<file path="src/rtl/res_axis_streamer_if.sv">
// res_axis_streamer_if: AXI-Stream master/slave bundle carrying the result packet
interface res_axis_if #(
  parameter int DATA_WIDTH = 32
) ();
  logic                    tvalid;
  logic [DATA_WIDTH-1:0]   tdata;
  logic [DATA_WIDTH/8-1:0] tstrb;
  logic                    tlast;
  logic                    tready;
  modport master (output tvalid, tdata, tstrb, tlast, input tready);
  modport slave (input tvalid, tdata, tstrb, tlast, output tready);
endinterface

</file>
<file path="src/rtl/res_axis_streamer.sv">
// res_axis_streamer: reads result matrix R from BRAM in row-major order and emits it as one AXI-Stream packet
module res_axis_streamer #(
  parameter int DIM_LOG = 1,
  parameter int DATA_WIDTH = 32,
  localparam int DIM = 2**DIM_LOG,
  localparam int SIZE = DIM*DIM,
  localparam int SIZE_LOG = 2*DIM_LOG
) (
  input  logic                  s00_axi_aclk,
  input  logic                  s00_axi_aresetn,
  input  logic                  start,
  output logic                  busy,
  output logic                  done,
  output logic                  rd_en,
  output logic [SIZE_LOG-1:0]   rd_addr,
  input  logic [DATA_WIDTH-1:0] rd_data,
  res_axis_if.master            m00_axis
);
  typedef logic [SIZE_LOG:0] cnt_t;
  localparam cnt_t SIZE_C = cnt_t'(SIZE);
  localparam cnt_t LAST_C = cnt_t'(SIZE-1);
  localparam logic [0:0] IDLE = 1'b0;
  localparam logic [0:0] STREAM = 1'b1;
  logic [0:0] state_q, state_d;
  cnt_t issued_q, issued_d, sent_q, sent_d;
  logic [1:0] count_q, count_d;
  logic inflight_q, inflight_d, done_q, done_d;
  logic [DATA_WIDTH-1:0] skid_q [2];
  logic [DATA_WIDTH-1:0] skid_d [2];
  logic stream, valid, pop, more, last, tail;
  assign stream = state_q == STREAM;
  assign valid = count_q != 2'd0;
  assign pop = valid & m00_axis.tready;
  assign more = issued_q < SIZE_C;
  assign last = sent_q == LAST_C;
  // a read is only issued if its word is guaranteed a free slot when it lands
  assign rd_en = stream && more && (count_q + 2'(inflight_q) - 2'(pop)) < 2'd2;
  assign rd_addr = more ? issued_q[SIZE_LOG-1:0] : LAST_C[SIZE_LOG-1:0];
  assign tail = count_q[0] & ~pop;
  assign busy = stream;
  assign done = done_q;
  assign m00_axis.tvalid = valid;
  assign m00_axis.tdata = skid_q[0];
  assign m00_axis.tstrb = '1;
  assign m00_axis.tlast = valid & last;
  always_comb begin
    state_d = state_q;
    issued_d = issued_q + cnt_t'(rd_en);
    sent_d = sent_q + cnt_t'(pop);
    count_d = count_q + 2'(inflight_q) - 2'(pop);
    inflight_d = rd_en;
    done_d = 1'b0;
    skid_d = skid_q;
    if (pop) skid_d[0] = skid_q[1];
    if (inflight_q) skid_d[tail] = rd_data;
    if (!stream && start) begin
      state_d = STREAM;
      issued_d = '0;
      sent_d = '0;
      count_d = '0;
      inflight_d = 1'b0;
    end
    if (pop && last) begin
      state_d = IDLE;
      done_d = 1'b1;
    end
  end
  always_ff @(posedge s00_axi_aclk or negedge s00_axi_aresetn) begin
    if (!s00_axi_aresetn) begin
      state_q <= IDLE;
      issued_q <= '0;
      sent_q <= '0;
      count_q <= '0;
      inflight_q <= 1'b0;
      done_q <= 1'b0;
      skid_q[0] <= '0;
      skid_q[1] <= '0;
    end else begin
      state_q <= state_d;
      issued_q <= issued_d;
      sent_q <= sent_d;
      count_q <= count_d;
      inflight_q <= inflight_d;
      done_q <= done_d;
      skid_q <= skid_d;
    end
  end
endmodule
</file>
<file path="src/flat_wrapper.sv">
// flat-port wrapper written by rule: the top's interface ports become plain ports
module res_axis_streamer_flat 
#(
  parameter int DIM_LOG = 1,
  parameter int DATA_WIDTH = 32,
  localparam int DIM = 2**DIM_LOG,
  localparam int SIZE = DIM*DIM,
  localparam int SIZE_LOG = 2*DIM_LOG
)
  (s00_axi_aclk, s00_axi_aresetn, start, busy, done, rd_en, rd_addr, rd_data, m00_axis_tvalid, m00_axis_tdata, m00_axis_tstrb, m00_axis_tlast, m00_axis_tready);
  res_axis_if #(.DATA_WIDTH(DATA_WIDTH)) m00_axis_i ();
  input  logic s00_axi_aclk;
  input  logic s00_axi_aresetn;
  input  logic start;
  output logic busy;
  output logic done;
  output logic rd_en;
  output logic [SIZE_LOG-1:0] rd_addr;
  input  logic [DATA_WIDTH-1:0] rd_data;
  output wire logic [$bits(m00_axis_i.tvalid)-1:0] m00_axis_tvalid;
  output wire logic [$bits(m00_axis_i.tdata)-1:0] m00_axis_tdata;
  output wire logic [$bits(m00_axis_i.tstrb)-1:0] m00_axis_tstrb;
  output wire logic [$bits(m00_axis_i.tlast)-1:0] m00_axis_tlast;
  input wire logic [$bits(m00_axis_i.tready)-1:0] m00_axis_tready;
  assign m00_axis_tvalid = m00_axis_i.tvalid;
  assign m00_axis_tdata = m00_axis_i.tdata;
  assign m00_axis_tstrb = m00_axis_i.tstrb;
  assign m00_axis_tlast = m00_axis_i.tlast;
  assign m00_axis_i.tready = m00_axis_tready;
  res_axis_streamer #(.DIM_LOG(DIM_LOG), .DATA_WIDTH(DATA_WIDTH)) u_core (.s00_axi_aclk(s00_axi_aclk), .s00_axi_aresetn(s00_axi_aresetn), .start(start), .busy(busy), .done(done), .rd_en(rd_en), .rd_addr(rd_addr), .rd_data(rd_data), .m00_axis(m00_axis_i));
endmodule
</file>
<file path="config.mk">
export PLATFORM = sky130hd
export DESIGN_NAME = res_axis_streamer_flat
export DESIGN_NICKNAME = d
export VERILOG_FILES = /design/src/rtl/res_axis_streamer_if.sv /design/src/rtl/res_axis_streamer.sv /design/src/flat_wrapper.sv
export SDC_FILE = /design/constraint.sdc
export NUM_CORES = 1
export LEC_CHECK = 0
export CORE_MARGIN = 2
export CORE_UTILIZATION = 42
export CTS_CLUSTER_DIAMETER = 50
export CTS_CLUSTER_SIZE = 25
export DETAILED_ROUTE_END_ITERATION = 7
export PLACE_DENSITY = 0.7
export RECOVER_POWER = 25
export SETUP_SLACK_MARGIN = 0.1
export SYNTH_ARGS = -nofsm -noshare
export SYNTH_HDL_FRONTEND = slang
export SYNTH_SLANG_ARGS = --single-unit
</file>
<file path="constraint.sdc">
create_clock -name s00_axi_aclk -period 2.95 [get_ports s00_axi_aclk]
set_input_delay 0.59 -clock s00_axi_aclk [delete_from_list [all_inputs] [get_ports s00_axi_aclk]]
set_output_delay 0.59 -clock s00_axi_aclk [all_outputs]
set_load 0.005 [all_outputs]
</file>
======== Yosys cells after proc, flatten, opt, wreduce, memory -nomap -nowiden ========
Index checks and enable logic that the tools add are counted.
word-level totals
  input bits .............................. 36
  word-level logic and storage cells ...... 43
  bits in registers ....................... 75
  output and inout port bits .............. 43
operators by class
  eq/ne operators ......................... 1
  mux-type cells .......................... 13
  reductions and logical operators ........ 8
  magnitude comparators ................... 4
  bitwise operators ....................... 5
  $add $sub $neg .......................... 4
operator list
  cell                                                                   number
  64-bit bitwise mux                                                     1
  32-bit 2-to-1 mux                                                      2
  64-bit 2-to-1 mux                                                      1
  32-bit demux with 1-bit select                                         1
  3-bit by 1-bit adder with 3-bit output                                 2
  3-bit 2-to-1 mux                                                       2
  1-bit logical AND                                                      5
  1-bit 2-to-1 mux                                                       4
  2-bit 2-to-1 mux                                                       2
  2-bit nonzero test                                                     2
  1-bit AND                                                              3
  3-bit by 2-bit == test with 1-bit output (second input constant)       1
  3-bit < comparator (second input constant)                             1
  2-bit by 1-bit adder with 2-bit output                                 1
  2-bit greater-or-equal comparator (second input constant)              1
  2-bit by 1-bit < comparator with 1-bit output (second input constant)  1
  2-bit < comparator (second input constant)                             1
  1-bit NOT with 2-bit output                                            1
  2-bit by 1-bit subtractor with 2-bit output                            1
  1-bit zero test                                                        1
  1-bit NOT                                                              1

======== Logic depth before layout (Yosys ltp) ========
  word-level depth ........................ 11
  gate-level depth with buffers ........... 13
  depth with buffers taken out ............ 11

======== Least setup slack after synthesis ========
No wires, ideal clock.
  path type ............................... input to register
  start point ............................. in m00_axis_tready
  end point ............................... reg u_core.issued_q[1]
  setup slack ............................. 0.215 ns
  buffers on the path ..................... 2
  setup time .............................. 0.119 ns
  stages .................................. 12
  arrival time ............................ 2.616 ns
  cells stage by stage .................... o21a_1 > buf_6 > inv_8 > buf_12 > ha_1 > inv_1 > ha_1 > a21boi_0 > nor4b_1 > ha_1 > ha_1 > and2_1
on the way
  longest elaborated chain between the ends .. 6
ends and longest elaborated chain
  item                                         RTL line                 RTL
  from (decl)                                  flat_wrapper.sv:24       input wire logic [$bits(m00_axis_i.tready)-1:0] m00_axis_tready;
  1-bit AND                                    res_axis_streamer.sv:33  assign pop = valid & m00_axis.tready;
  2-bit by 1-bit subtractor with 2-bit output  res_axis_streamer.sv:37  assign rd_en = stream && more && (count_q + 2'(inflight_q) - 2'(pop)) < 2'd2;
  2-bit < comparator                           res_axis_streamer.sv:37
  1-bit logical AND                            res_axis_streamer.sv:37
  named net rd_en                              flat_wrapper.sv:17       output logic rd_en;
  3-bit by 1-bit adder with 3-bit output       res_axis_streamer.sv:48  issued_d = issued_q + cnt_t'(rd_en);
  3-bit 2-to-1 mux                             res_axis_streamer.sv:56  if (!stream && start) begin
  named net u_core.issued_d[1]                 res_axis_streamer.sv:25  cnt_t issued_q, issued_d, sent_q, sent_d;
  to (signal assigned)                         res_axis_streamer.sv:80  issued_q <= issued_d;
  to (decl)                                    res_axis_streamer.sv:25
The timed path passes the listed nets, and every way through them passes these cells.
A chain may end at the register's enable or synchronous reset.

======== Worst setup path in the final report ========
  start point ............................. reg u_core.count_q[0]
  end point ............................... out rd_en
on the way
  longest elaborated chain between the ends .. 5
  elaborated cells on any way between the ends .. 6
  classes of those cells .................. add/sub (2); order compare (1); bitwise (1); reduce/logical (2)
ends and longest elaborated chain
  item                                                                                            RTL line                 RTL
  from (decl)                                                                                     res_axis_streamer.sv:26  logic [1:0] count_q, count_d;
  from (signal assigned)                                                                          res_axis_streamer.sv:82  count_q <= count_d;
  parallel branches: the longest is 2 deep, another holds 2-bit by 1-bit adder with 2-bit output  n/a
  2-bit by 1-bit subtractor with 2-bit output *                                                   res_axis_streamer.sv:37
  2-bit < comparator *                                                                            res_axis_streamer.sv:37
  1-bit logical AND *                                                                             res_axis_streamer.sv:37
  to (decl)                                                                                       flat_wrapper.sv:17
Every way passes the cells marked *.

==> flow_metrics.env <==
export IMPL_ys_warn_count=0
export IMPL_rsz0062_at_grt="no"
export IMPL_yosys_area_top_type_share_pct=53.0
export IMPL_dr_total_vias=2367
export IMPL_rr_startpoint="u_core.count_q[0]"
export IMPL_cts_sinks=75
export IMPL_failed_checks="capacitance limit, slew limit"
export IMPL_wl_per_cell_um=13.5
export IMPL_whs_ps=493
export IMPL_cp_startpoint="u_core.count_q[0]"
export IMPL_finalInstanceArea_um2=4320
export IMPL_cts_buffer_depth=2
export IMPL_clock_root_buffer="clkbuf_8"
export IMPL_finalWorstSetupSlack_ps=252
export IMPL_start_kind="flip-flop"
export IMPL_cts_tree="yes"
export IMPL_gp_congestion=0.741
export IMPL_ant_nets=0
export IMPL_nets=414
export IMPL_rrSetupSlack_ps=640
export IMPL_syn_cell_area_um2=3540
export IMPL_antenna_found_initial=0
export IMPL_clock_fmax_mhz=371
export IMPL_io_pins=79
export IMPL_drtIter0Drc=96
export IMPL_fin_skew_ps=7.83
export IMPL_synth_seq_area_share_pct=53.0
export IMPL_fin_cells=483
export IMPL_syn_area_per_cell_um2=10.9
export IMPL_async_reset_ff_share_pct=100
export IMPL_cts_hold_buf=0
export IMPL_post_place_ws_ps=-641
export IMPL_core_rowCount=33
export IMPL_fin_crit_ps=2700
export IMPL_dpl_cell_area_um2=4070
export IMPL_wl_um=6540
export IMPL_grt_pass1_vias=2347
export IMPL_status="finished, violations left"
export IMPL_grt_max_degree=76
export IMPL_tightest_slew_ps=1860
export IMPL_io_buffers=74
export IMPL_synthCells=326
export IMPL_netlist_top_cells_area="dfrtp_1 (53%), mux2_2 (8.9%), buf_4 (8.3%)"
export IMPL_insertion_delay_ps=330
export IMPL_drv_slew=76
export IMPL_syn2layout_area_growth_pct=21.8
export IMPL_p_leak_nw=1.85
export IMPL_antenna_cells=0
export IMPL_hold_viol_final=0
export IMPL_setup_viol=0
export IMPL_critical_path_arrival_ps=2110
export IMPL_dpl_cell_count=463
export IMPL_grt_pass1_wl_um=10800
export IMPL_end_kind="primary output"
export IMPL_die_y_um=95.9
export IMPL_yosys_area_top_type="dfrtp_1"
export IMPL_htree_num_levels=3
export IMPL_peakVddDrop_mv=0.770
export IMPL_max_cap_violations=1
export IMPL_synth_edff_count=0
export IMPL_slew_headroom_pct=-24.1
export IMPL_drt_pass1_iterations=4
export IMPL_hpwl_um=4210
export IMPL_crit_type="flip-flop to primary output"
export IMPL_post_route_drc_count=0
export IMPL_yosys_most_used_dff="dfrtp_1"
export IMPL_drive_above_1_share_pct=21.4
export IMPL_routed_via_density=4.90
export IMPL_ys_ff_latch=75
export IMPL_grt_total_usage_pct=15.3
export IMPL_fp_dieArea_um2=9190
export IMPL_die_w_um=95.9
export IMPL_cts_buffers=9
export IMPL_crit_fanout=2
export IMPL_initial_core_util_pct=43.1
export IMPL_p_per_area_nw_per_um2=1100
export IMPL_holdCritPathClass="flip-flop to flip-flop"
export IMPL_fin_crit_sh_pct=91.5
export IMPL_grt_overflow_total=0
export IMPL_setup_tns_ps=0
export IMPL_clkTransAtPathRegs_ps=70
export IMPL_ys_types=27
export IMPL_coreArea_um2=8220
export IMPL_cp_required_ps=2360
## through the flow
step	utilization (%)	power, mW
floorplan	-	3.43
global placement	49.6	3.90
detailed placement	49.6	3.99
CTS	52.1	4.74
global route	52.5	5.12
finish	52.5	4.73
## synthesized netlist by cell type, types with 2 or more instances
cell / n
dfrtp_1: 75
nand2_1: 58
buf_4: 39
nor2_1: 38
mux2_2: 28
a31oi_1: 25
buf_2: 9
a31oi_2: 7
nand2_2: 7
and2_1: 5
ha_1: 5
mux2_1: 4
buf_12: 3
nand2b_1: 3
or2_2: 3
xnor2_1: 3
nor2b_1: 2
nor4b_1: 2
o21a_1: 2
## layer usage
layer / GRT usage [%] / routed length (um)
met3: 4.70 / 379
met2: 25.1 / 3180
met5: 0 / 0
met1: 19.2 / 2900
met4: 5.24 / 74
## power by group
part	total (mW)	internal [mW]	leakage, nW	switching (mW)
combinational	2.16	1.25	0.877	0.913
clock	0.698	0.351	0.0905	0.348
sequential	1.87	1.57	0.884	0.294
## repair_timing
action	CTS	global route
buffers inserted	3	1
pin swaps	2	2
setup endpoints to repair	1	1
gates resized for setup	11	5
hold endpoints to repair	0	0
## worst paths after layout
| kind | endpoint | depth (start not counted) |
|---|---|---|
| worst max-delay path | rd_en | 9 |
| worst min-delay path | flip-flop | 1 |
| worst max register to register | u_core.issued_q[1] | 11 |
| worst min register to register | flip-flop | 1 |
| max in group asynchronous | u_core.sent_q[1] | 1 |
| min in group asynchronous | u_core.m00_axis.tdata[31] | 1 |
## cells in the final DEF, fill, tap and decap left out, types with 2 or more instances in the layout
cell type	count
a31oi_1	25
a31oi_2	7
and2_1	5
buf_4	12
clkbuf_1	3
clkbuf_8	11
clkdlybuf4s50_1	71
clkinv_2	2
conb_1	4
dfrtp_1	75
ha_1	3
ha_4	2
mux2_1	4
mux2_2	28
nand2_1	58
nand2_2	7
nand2b_1	2
nor2_1	38
nor2b_1	2
or2_2	3
xnor2_1	3
## worst max-delay path, stage by stage (launching register included)
cell	delay, ps
dfrtp_1	400
o21a_4	250
inv_8	50
ha_4	180
inv_2	60
ha_4	110
and3b_2	210
nor4b_2	260
buf_4	160
buf_6	80
## cell families (layout without fill, tap and decap cells)
logic type      count (synthesis)  after routing  synth area share (%)
simple gates                  120            120                  14.7
flops                          75             75                  53.0
buf+inv                        55            104                  12.1
compound gates                 35             35                  7.52
mux                            32             32                  10.2
fa+ha+maj                       5              5                  1.77
xor+xnor                        3              3                 0.742
other cells                     1              4                 0.106
## final cells by class
type                            count  area (um2)
Timing Repair Buffer               86         828
Fill cell                         751        3900
Clock buffer                       14         163
Tap cell                          105         131
Sequential cell                    75        1880
Multi-Input combinational cell    199        1290
Clock inverter                      2        10.0
Inverter                            2        15.0
Note: power is estimated with default switching activity, not from simulation.
